### src/rtl/pc_redirect_if.sv
// EXE/IF-side signal bundle for the PC redirect unit.
// The master side drives the EXE/IF inputs. The slave side is the redirect controller.
interface pc_redirect_if #(
  parameter int XLEN = 32
);
  logic            ex_valid;
  logic [6:0]      opcode_ex;
  logic            branch_taken;
  logic [XLEN-1:0] pc_jump;
  logic [XLEN-1:0] alu_result;
  logic            fetch_ready;
  logic            redirect_valid;
  logic [XLEN-1:0] redirect_pc;
  logic            flush_if_id;
  logic            flush_id_ex;
  logic            misalign_exc;
  logic [XLEN-1:0] misalign_addr;
  logic            busy;

  modport master (
    output ex_valid, opcode_ex, branch_taken, pc_jump, alu_result, fetch_ready,
    input  redirect_valid, redirect_pc, flush_if_id, flush_id_ex,
           misalign_exc, misalign_addr, busy
  );

  modport slave (
    input  ex_valid, opcode_ex, branch_taken, pc_jump, alu_result, fetch_ready,
    output redirect_valid, redirect_pc, flush_if_id, flush_id_ex,
           misalign_exc, misalign_addr, busy
  );
endinterface

### src/rtl/pc_redirect_ctrl.sv
// EXE/IF control-flow redirect unit: selects and aligns the jump/branch target,
// holds it until fetch accepts it, then squashes IF/ID work for FLUSH_CYCLES cycles.
module pc_redirect_ctrl #(
  parameter int XLEN         = 32,
  parameter int FLUSH_CYCLES = 2,
  parameter int IALIGN       = 32
) (
  input logic          clk,
  input logic          rst,
  pc_redirect_if.slave bus
);
  localparam logic [6:0] OP_JAL    = 7'b1101111;
  localparam logic [6:0] OP_JALR   = 7'b1100111;
  localparam logic [6:0] OP_BRANCH = 7'b1100011;
  localparam int CNT_W = (FLUSH_CYCLES > 1) ? $clog2(FLUSH_CYCLES) : 1;

  typedef enum logic [1:0] {IDLE, PENDING, FLUSH} state_e;

  state_e            state_q, state_d;
  logic [CNT_W-1:0]  cnt_q, cnt_d;
  logic              redirect_valid_q, redirect_valid_d;
  logic [XLEN-1:0]   redirect_pc_q, redirect_pc_d;
  logic              flush_if_id_q, flush_if_id_d;
  logic              flush_id_ex_q, flush_id_ex_d;
  logic              misalign_exc_q, misalign_exc_d;
  logic [XLEN-1:0]   misalign_addr_q, misalign_addr_d;

  logic              is_jalr;
  logic              req;
  logic              misaligned;
  logic [XLEN-1:0]   target_raw;
  logic [XLEN-1:0]   target;

  always_comb begin
    is_jalr    = (bus.opcode_ex == OP_JALR);
    req        = bus.ex_valid & ((bus.opcode_ex == OP_JAL) | is_jalr |
                                 ((bus.opcode_ex == OP_BRANCH) & bus.branch_taken));
    target_raw = is_jalr ? bus.alu_result : bus.pc_jump;
    target     = {target_raw[XLEN-1:1], target_raw[0] & ~is_jalr};
    // With 16-bit alignment bit 0 is already clear for every source, so nothing can trap.
    misaligned = (IALIGN == 32) ? target[1] : 1'b0;
  end

  always_comb begin
    state_d          = state_q;
    cnt_d            = cnt_q;
    redirect_valid_d = redirect_valid_q;
    redirect_pc_d    = redirect_pc_q;
    flush_if_id_d    = flush_if_id_q;
    flush_id_ex_d    = 1'b0;
    misalign_exc_d   = 1'b0;
    misalign_addr_d  = misalign_addr_q;
    case (state_q)
      IDLE: begin
        redirect_valid_d = 1'b0;
        flush_if_id_d    = 1'b0;
        if (req) begin
          if (misaligned) begin
            misalign_exc_d  = 1'b1;
            misalign_addr_d = target;
          end else begin
            state_d          = PENDING;
            redirect_valid_d = 1'b1;
            redirect_pc_d    = target;
            flush_if_id_d    = 1'b1;
            flush_id_ex_d    = 1'b1;
          end
        end
      end
      PENDING: begin
        if (bus.fetch_ready) begin
          redirect_valid_d = 1'b0;
          flush_if_id_d    = 1'b1;
          // A single flush cycle is covered by the registered flush in the first IDLE cycle.
          if (FLUSH_CYCLES == 1) begin
            state_d = IDLE;
          end else begin
            state_d = FLUSH;
            cnt_d   = CNT_W'(FLUSH_CYCLES - 1);
          end
        end
      end
      FLUSH: begin
        if (cnt_q == '0) begin
          state_d       = IDLE;
          flush_if_id_d = 1'b0;
        end else begin
          cnt_d = cnt_q - CNT_W'(1);
        end
      end
      default: state_d = IDLE;
    endcase
  end

  always_ff @(posedge clk) begin
    if (rst) begin
      state_q          <= IDLE;
      cnt_q            <= '0;
      redirect_valid_q <= 1'b0;
      redirect_pc_q    <= '0;
      flush_if_id_q    <= 1'b0;
      flush_id_ex_q    <= 1'b0;
      misalign_exc_q   <= 1'b0;
      misalign_addr_q  <= '0;
    end else begin
      state_q          <= state_d;
      cnt_q            <= cnt_d;
      redirect_valid_q <= redirect_valid_d;
      redirect_pc_q    <= redirect_pc_d;
      flush_if_id_q    <= flush_if_id_d;
      flush_id_ex_q    <= flush_id_ex_d;
      misalign_exc_q   <= misalign_exc_d;
      misalign_addr_q  <= misalign_addr_d;
    end
  end

  assign bus.redirect_valid = redirect_valid_q;
  assign bus.redirect_pc    = redirect_pc_q;
  assign bus.flush_if_id    = flush_if_id_q;
  assign bus.flush_id_ex    = flush_id_ex_q;
  assign bus.misalign_exc   = misalign_exc_q;
  assign bus.misalign_addr  = misalign_addr_q;
  assign bus.busy           = (state_q != IDLE);
endmodule

### src/flat_wrapper.sv
// flat-port wrapper written by rule: the top's interface ports become plain ports
module pc_redirect_ctrl_flat 
#(
  parameter int XLEN         = 32,
  parameter int FLUSH_CYCLES = 2,
  parameter int IALIGN       = 32
)
  (clk, rst, bus_ex_valid, bus_opcode_ex, bus_branch_taken, bus_pc_jump, bus_alu_result, bus_fetch_ready, bus_redirect_valid, bus_redirect_pc, bus_flush_if_id, bus_flush_id_ex, bus_misalign_exc, bus_misalign_addr, bus_busy);
  pc_redirect_if #(.XLEN(XLEN)) bus_i ();
  input logic clk;
  input logic rst;
  input wire logic [$bits(bus_i.ex_valid)-1:0] bus_ex_valid;
  input wire logic [$bits(bus_i.opcode_ex)-1:0] bus_opcode_ex;
  input wire logic [$bits(bus_i.branch_taken)-1:0] bus_branch_taken;
  input wire logic [$bits(bus_i.pc_jump)-1:0] bus_pc_jump;
  input wire logic [$bits(bus_i.alu_result)-1:0] bus_alu_result;
  input wire logic [$bits(bus_i.fetch_ready)-1:0] bus_fetch_ready;
  output wire logic [$bits(bus_i.redirect_valid)-1:0] bus_redirect_valid;
  output wire logic [$bits(bus_i.redirect_pc)-1:0] bus_redirect_pc;
  output wire logic [$bits(bus_i.flush_if_id)-1:0] bus_flush_if_id;
  output wire logic [$bits(bus_i.flush_id_ex)-1:0] bus_flush_id_ex;
  output wire logic [$bits(bus_i.misalign_exc)-1:0] bus_misalign_exc;
  output wire logic [$bits(bus_i.misalign_addr)-1:0] bus_misalign_addr;
  output wire logic [$bits(bus_i.busy)-1:0] bus_busy;
  assign bus_i.ex_valid = bus_ex_valid;
  assign bus_i.opcode_ex = bus_opcode_ex;
  assign bus_i.branch_taken = bus_branch_taken;
  assign bus_i.pc_jump = bus_pc_jump;
  assign bus_i.alu_result = bus_alu_result;
  assign bus_i.fetch_ready = bus_fetch_ready;
  assign bus_redirect_valid = bus_i.redirect_valid;
  assign bus_redirect_pc = bus_i.redirect_pc;
  assign bus_flush_if_id = bus_i.flush_if_id;
  assign bus_flush_id_ex = bus_i.flush_id_ex;
  assign bus_misalign_exc = bus_i.misalign_exc;
  assign bus_misalign_addr = bus_i.misalign_addr;
  assign bus_busy = bus_i.busy;
  pc_redirect_ctrl #(.XLEN(XLEN), .FLUSH_CYCLES(FLUSH_CYCLES), .IALIGN(IALIGN)) u_core (.clk(clk), .rst(rst), .bus(bus_i));
endmodule
### config.mk
export PLATFORM = sky130hd
export DESIGN_NAME = pc_redirect_ctrl_flat
export DESIGN_NICKNAME = d
export VERILOG_FILES = /design/src/rtl/pc_redirect_if.sv /design/src/rtl/pc_redirect_ctrl.sv /design/src/flat_wrapper.sv
export SDC_FILE = /design/constraint.sdc
export NUM_CORES = 1
export LEC_CHECK = 0
export BUFFER_PORTS_ARGS = -buffer_cell sky130_fd_sc_hd__buf_4
export CAP_MARGIN = 20
export CORE_UTILIZATION = 49
export DETAILED_ROUTE_END_ITERATION = 8
export GPL_ROUTABILITY_DRIVEN = 0
export GPL_TIMING_DRIVEN = 0
export HOLD_SLACK_MARGIN = 0.1
export PLACE_DENSITY = 0.89
export SLEW_MARGIN = 20
export SYNTH_ARGS = -nofsm -noshare
export SYNTH_HDL_FRONTEND = slang
export SYNTH_SLANG_ARGS = --single-unit
### constraint.sdc
create_clock -name clk -period 4.7 [get_ports clk]
set_clock_uncertainty 0.2 [all_clocks]
set_input_delay 0.705 -clock clk [delete_from_list [all_inputs] [get_ports clk]]
set_output_delay 0.705 -clock clk [all_outputs]
set_load 0.02 [all_outputs]
-- Word-level counts from Yosys, hierarchy flattened
Cells that the tools add are included.
- add/sub/neg operators: 1
- equality and inequality tests: 9
- muxes and demuxes: 16
- bitwise logic cells: 9
- reduce and logical (&&, ||, !) cells: 13
- operator list (operator ; count):
    $mux 32 ; 1
    $eq 7x7->1 const B ; 3
    $reduce_and 3->1 ; 3
    $mux 2 ; 4
    $mux 1 ; 7
    $ne 2x2->1 const B ; 3
    $pmux 2 s3 ; 1
    $reduce_bool 2->1 ; 3
    $not 1->1 ; 4
    $pmux 1 s2 ; 2
    $reduce_and 2->1 ; 2
    $reduce_and 4->1 ; 1
    $and 1x1->1 ; 3
    $pmux 1 s3 ; 1
    $reduce_bool 3->1 ; 1
    $reduce_or 3->1 ; 1
    $eq 2x1->1 const B ; 1
    $eq 2x2->1 const B ; 1
    $logic_not 2->1 ; 1
    $ne 2x1->1 const B ; 1
    $or 1x1->1 ; 2
    $reduce_or 2->1 ; 1
    $sub 1x1->1 const B ; 1
- register bits after elaboration: 70
- output and inout port bits: 69

-- Longest topological paths before layout
- depth in word-level cells: 6
- gate-level depth with buffers: 7

-- Worst setup path before layout
No wires, ideal clock.
- kind: in2reg
- from: input port bus_opcode_ex[0]
- to: register u_core.state_q[1]
- data arrival time: 2093 ps
- setup slack: 2335 ps
- stages: 6
- cell sequence: nand3_1 -> or4b_1 -> buf_2 -> mux2i_1 -> a211oi_1 -> mux2i_1
- word-level cells in the longest chain between the ends: 6
- RTL lines (element ; RTL line ; source):
    start: declaration ; flat_wrapper.sv:13 ; input wire logic [$bits(bus_i.opcode_ex)-1:0] bus_opcode_ex;
    $eq 7x7->1, on equally long branches ; pc_redirect_ctrl.sv:36, pc_redirect_ctrl.sv:35, pc_redirect_ctrl.sv:37 ;
    $or 1x1->1 / $and 1x1->1 (equally long branches) ; pc_redirect_ctrl.sv:36, pc_redirect_ctrl.sv:37 ;
    $or 1x1->1 ; pc_redirect_ctrl.sv:36 ; req = bus.ex_valid & ((bus.opcode_ex == OP_JAL) | is_jalr |
    $and 1x1->1 ; pc_redirect_ctrl.sv:36 ;
    $ne 2x1->1 (no line) ; -- ;
    $reduce_and 4->1 (no line) * ; -- ;
    end signal: assignment ; pc_redirect_ctrl.sv:106 ; state_q <= state_d;
    end: declaration ; pc_redirect_ctrl.sv:19 ; state_e state_q, state_d;
Every way passes the cells marked *; elsewhere a longest branch is shown, timed or not.
A chain may end at the register's enable or synchronous reset.

-- Final worst setup path
- from: input port bus_opcode_ex[3]
- to: register u_core.state_q[1]
The elaborated chain is that of the path after synthesis.

==> summary.md <==
| Metric | Value |
|---|---|
| Status | `completed` |
| Seq/Total Area, Yosys | `between 40 and 50%` |
| H-tree depth | `3` |
| FILL cells | `421` |
| Clock Path Buffers | `2` |
| DP Cell Count | `518` |
| Hold-fix buffers at CTS | `0` |
| Crit Path Max Fanout | `6` |
| Rows | `27` |
| Worst-Margin Slew | `0.5345 ns` |
| Power Density | `about 300 nW/um2` |
| DRT iter0 DRCs | `95` |
| Number of global-route vias before repair | `2,662` |
| Most frequent cells in the layout | `buf_4 (145), dfxtp_1 (70), nor2_1 (66)` |
| CP delay by family, top | `simple AND/OR/NAND/NOR gates` |
| CP arrival | `approximately 2.4 ns` |
| Met1 Track Usage GR | `32.08%` |
| Endpoints failing setup | `0` |
| Yosys top cell by area | `dfxtp_1` |
| Largest net degree at the start of global routing | `13` |
| CP peak stage delay | `0.45 ns` |
| WS Path Type | `in -> reg` |
| GRT Util Overall | `27.12%` |
| Clock power share | `45.8%` |
| Placed inst area | `4051 um2` |
| Fin. max-slew vios | `0` |
| Most Used Layer, Global Route | `met2` |
| Fin Setup TNS | `0 ns` |
| GRT met2 Usage | `47.24%` |
| Routed WL | `8393 um` |
| Starting Density | `between 50 and 60%` |
| Die X | `78.97 um` |
| Post-Syn Area | `2903 um2` |
| Max Cap Viol | `0` |
| Proportion of layout cells with a drive suffix above 1 | `37.88%` |
| Pre-antenna DRT Iters | `4` |
| Synth top area share | `approximately half` |
| Global-route wire length before repair | `12,810 um` |
| Crit path capture type | `flip-flop` |
| Switching pwr | `272.2 uW` |
| Cell count after synthesis | `around 310` |
| Hold_ws | `0.2616 ns` |
| CTS tree | `yes` |
| PostCTS Resize Cnt | `0` |
| Fin. Hold Viols | `0` |
| Post-synth EDFFs | `0` |
| Die Ht | `between 70 and 80 um` |
| Final Cell Area | `4298 um2` |
| Pleak | `2.018 nW` |
| Synth Warn # | `0` |
| GR Util met3 | `6.552%` |
| Die area | `6235 um2` |
| Hold crit path type | `reg -> reg` |
| Tcrit/Tclk final | `between 40 and 50%` |
| Ys flop type | `dfxtp_1` |
| CP max-delay cell | `or4b_1` |
| Antenna violations before repair | `0` |
| Worst-skew pair later-pin latency | `0.34 ns` |
| Finished Layout Cells | `534` |
| Vias | `2,855` |
| Post-synth cell types | `31` |
| Number of I/O pins | `around 150` |
| CP Buf/Inv Count | `2` |
| Synth async-reset ratio | `0%` |
| Core Footprint | `5608 um2` |
| Cts bufs inserted | `9` |
| DR vias/cell | `between 5 and 6` |
| CTS Root Cell | `clkbuf_8` |
| Seq cells post-synth | `70` |
| Num Clock Sinks | `70` |
| Crit path time final | `2.302 ns` |
| Dominant cells by area after synthesis | `dfxtp_1 (48%), a211oi_1 (16%), mux2i_1 (12%)` |
| Startpoint types | `input pin` |
| Buffers on Ports | `141` |
| Mapped Avg Cell Area | `9.517 um2` |
| Peak supply drop | `0.0002696 V` |
| Worst-path cell chain | `buf_4 -> nor2b_4 -> or4b_1 -> buf_2 -> mux2i_1 -> a211oi_1 -> mux2i_1` |
| Crit path top cell by count | `mux2i_1` |
| Most common cell after layout, fill and taps aside | `buf_4` |
| Nets@finish | `537` |
| Logic pwr share | `7.9%` |
| Worst-path clk slew | `around 0.080 ns` |
| Max_slew headroom | `roughly 64%` |
| Fmax | `434.4 MHz` |
| Seq pwr share | `a little under half` |
| DR WL/cell | `15.72 um` |
| Grt ovf | `0` |
| Syn Nets | `between 300 and 400` |
| DRC Markers | `0` |
| Area delta synth->final | `48.06%` |
| Pint | `about 1.0 mW` |
| RSZ-0062 raised after global routing | `no` |
| Fin util | `76.64%` |
| N_diodes | `0` |
| ANT nets after route | `0` |
| HPWL after DPL | `6247 um` |
| Net Sw Frac | `21.09%` |
| WP data required | `4.78 ns` |
| Setup Buffers After CTS | `0` |
power groups by stage:
| stage | clock network, mW | registers, mW | logic (mW) |
|---|---|---|---|
| finish | 0.592 | 0.597 | 0.102 |
| global route | 0.622 | 0.597 | 0.109 |
| CTS | 0.594 | 0.597 | 0.102 |
| detailed placement | 0 | 0.611 | 0.101 |
| global placement | 0 | 0.611 | 0.0981 |
| floorplan | 0 | 0.615 | 0.0340 |
final timing paths:
path                        startpoint                      endpoint  slack (ns)  depth (start not counted)
min          u_core.bus.redirect_pc[0]     u_core.bus.redirect_pc[0]        0.26                          2
min reg2reg  u_core.bus.redirect_pc[0]     u_core.bus.redirect_pc[0]        0.26                          2
max                   bus_opcode_ex[3]             u_core.state_q[1]        2.40                          7
max reg2reg          u_core.state_q[0]  u_core.bus.misalign_addr[12]        2.53                          6
cell families after synthesis:
group	synth area share, %
AOI/OAI and AO/OA	18.19
and+or+nand+nor	13.66
adders and majority gates	1.724
buffers and inverters	5.905
muxes	12.11
DFF	48.28
other	0.1292
metrics by stage:
stage	worst slack [ns]	total power [mW]
floorplan	2.335	0.6486
global placement	2.095	0.7091
detailed placement	2.073	0.7120
CTS	2.402	1.293
global route	2.266	1.329
finish	2.398	1.291
registers in the layout, summed over array words and instances, names as in the netlist:
register and flops:
u_core.bus.misalign_addr 32, u_core.bus.redirect_pc 31, u_core.state_q 2, u_core.bus.flush_id_ex 1, u_core.bus.flush_if_id 1, u_core.bus.misalign_exc 1
u_core.bus.redirect_valid 1, u_core.cnt_q 1
cell type report:
cell class	instances	area [um2]	area share, %
multi-input cells	202	1330	30.95
flip-flops and latches	70	1401	32.61
well taps	72	90.09	2.096
plain buffers	27	148.9	3.464
repair buffers	141	1059	24.63
inverters	6	22.52	0.5240
clock inverters	6	108.9	2.533
clock buffers	10	137.6	3.202
cells in the mapped netlist, drive strengths merged, types with 2 or more instances:
master	count
a211oi	62
a21oi	4
buf	16
clkbuf	11
dfxtp	70
ha	4
inv	6
mux2i	34
nand2	7
nand2b	5
nand3	4
nor2	66
nor2b	2
worst register-to-register path, stage by stage (launching register included):
cell and delay [ns]:
dfxtp_1 0.35, inv_1 0.12, ha_1 0.30, and4_1 0.22
buf_2 0.21, clkbuf_1 0.44, a211oi_1 0.18
per-layer routing:
layer	share of wire, %	wire length [um]	vias up
li1	-	-	1385
met1	41	3444	1329
met2	49	4132	129
met3	8.2	685	12
met4	1.6	131	0
met5	0	0	-
Power figures use the tool's default switching activity.
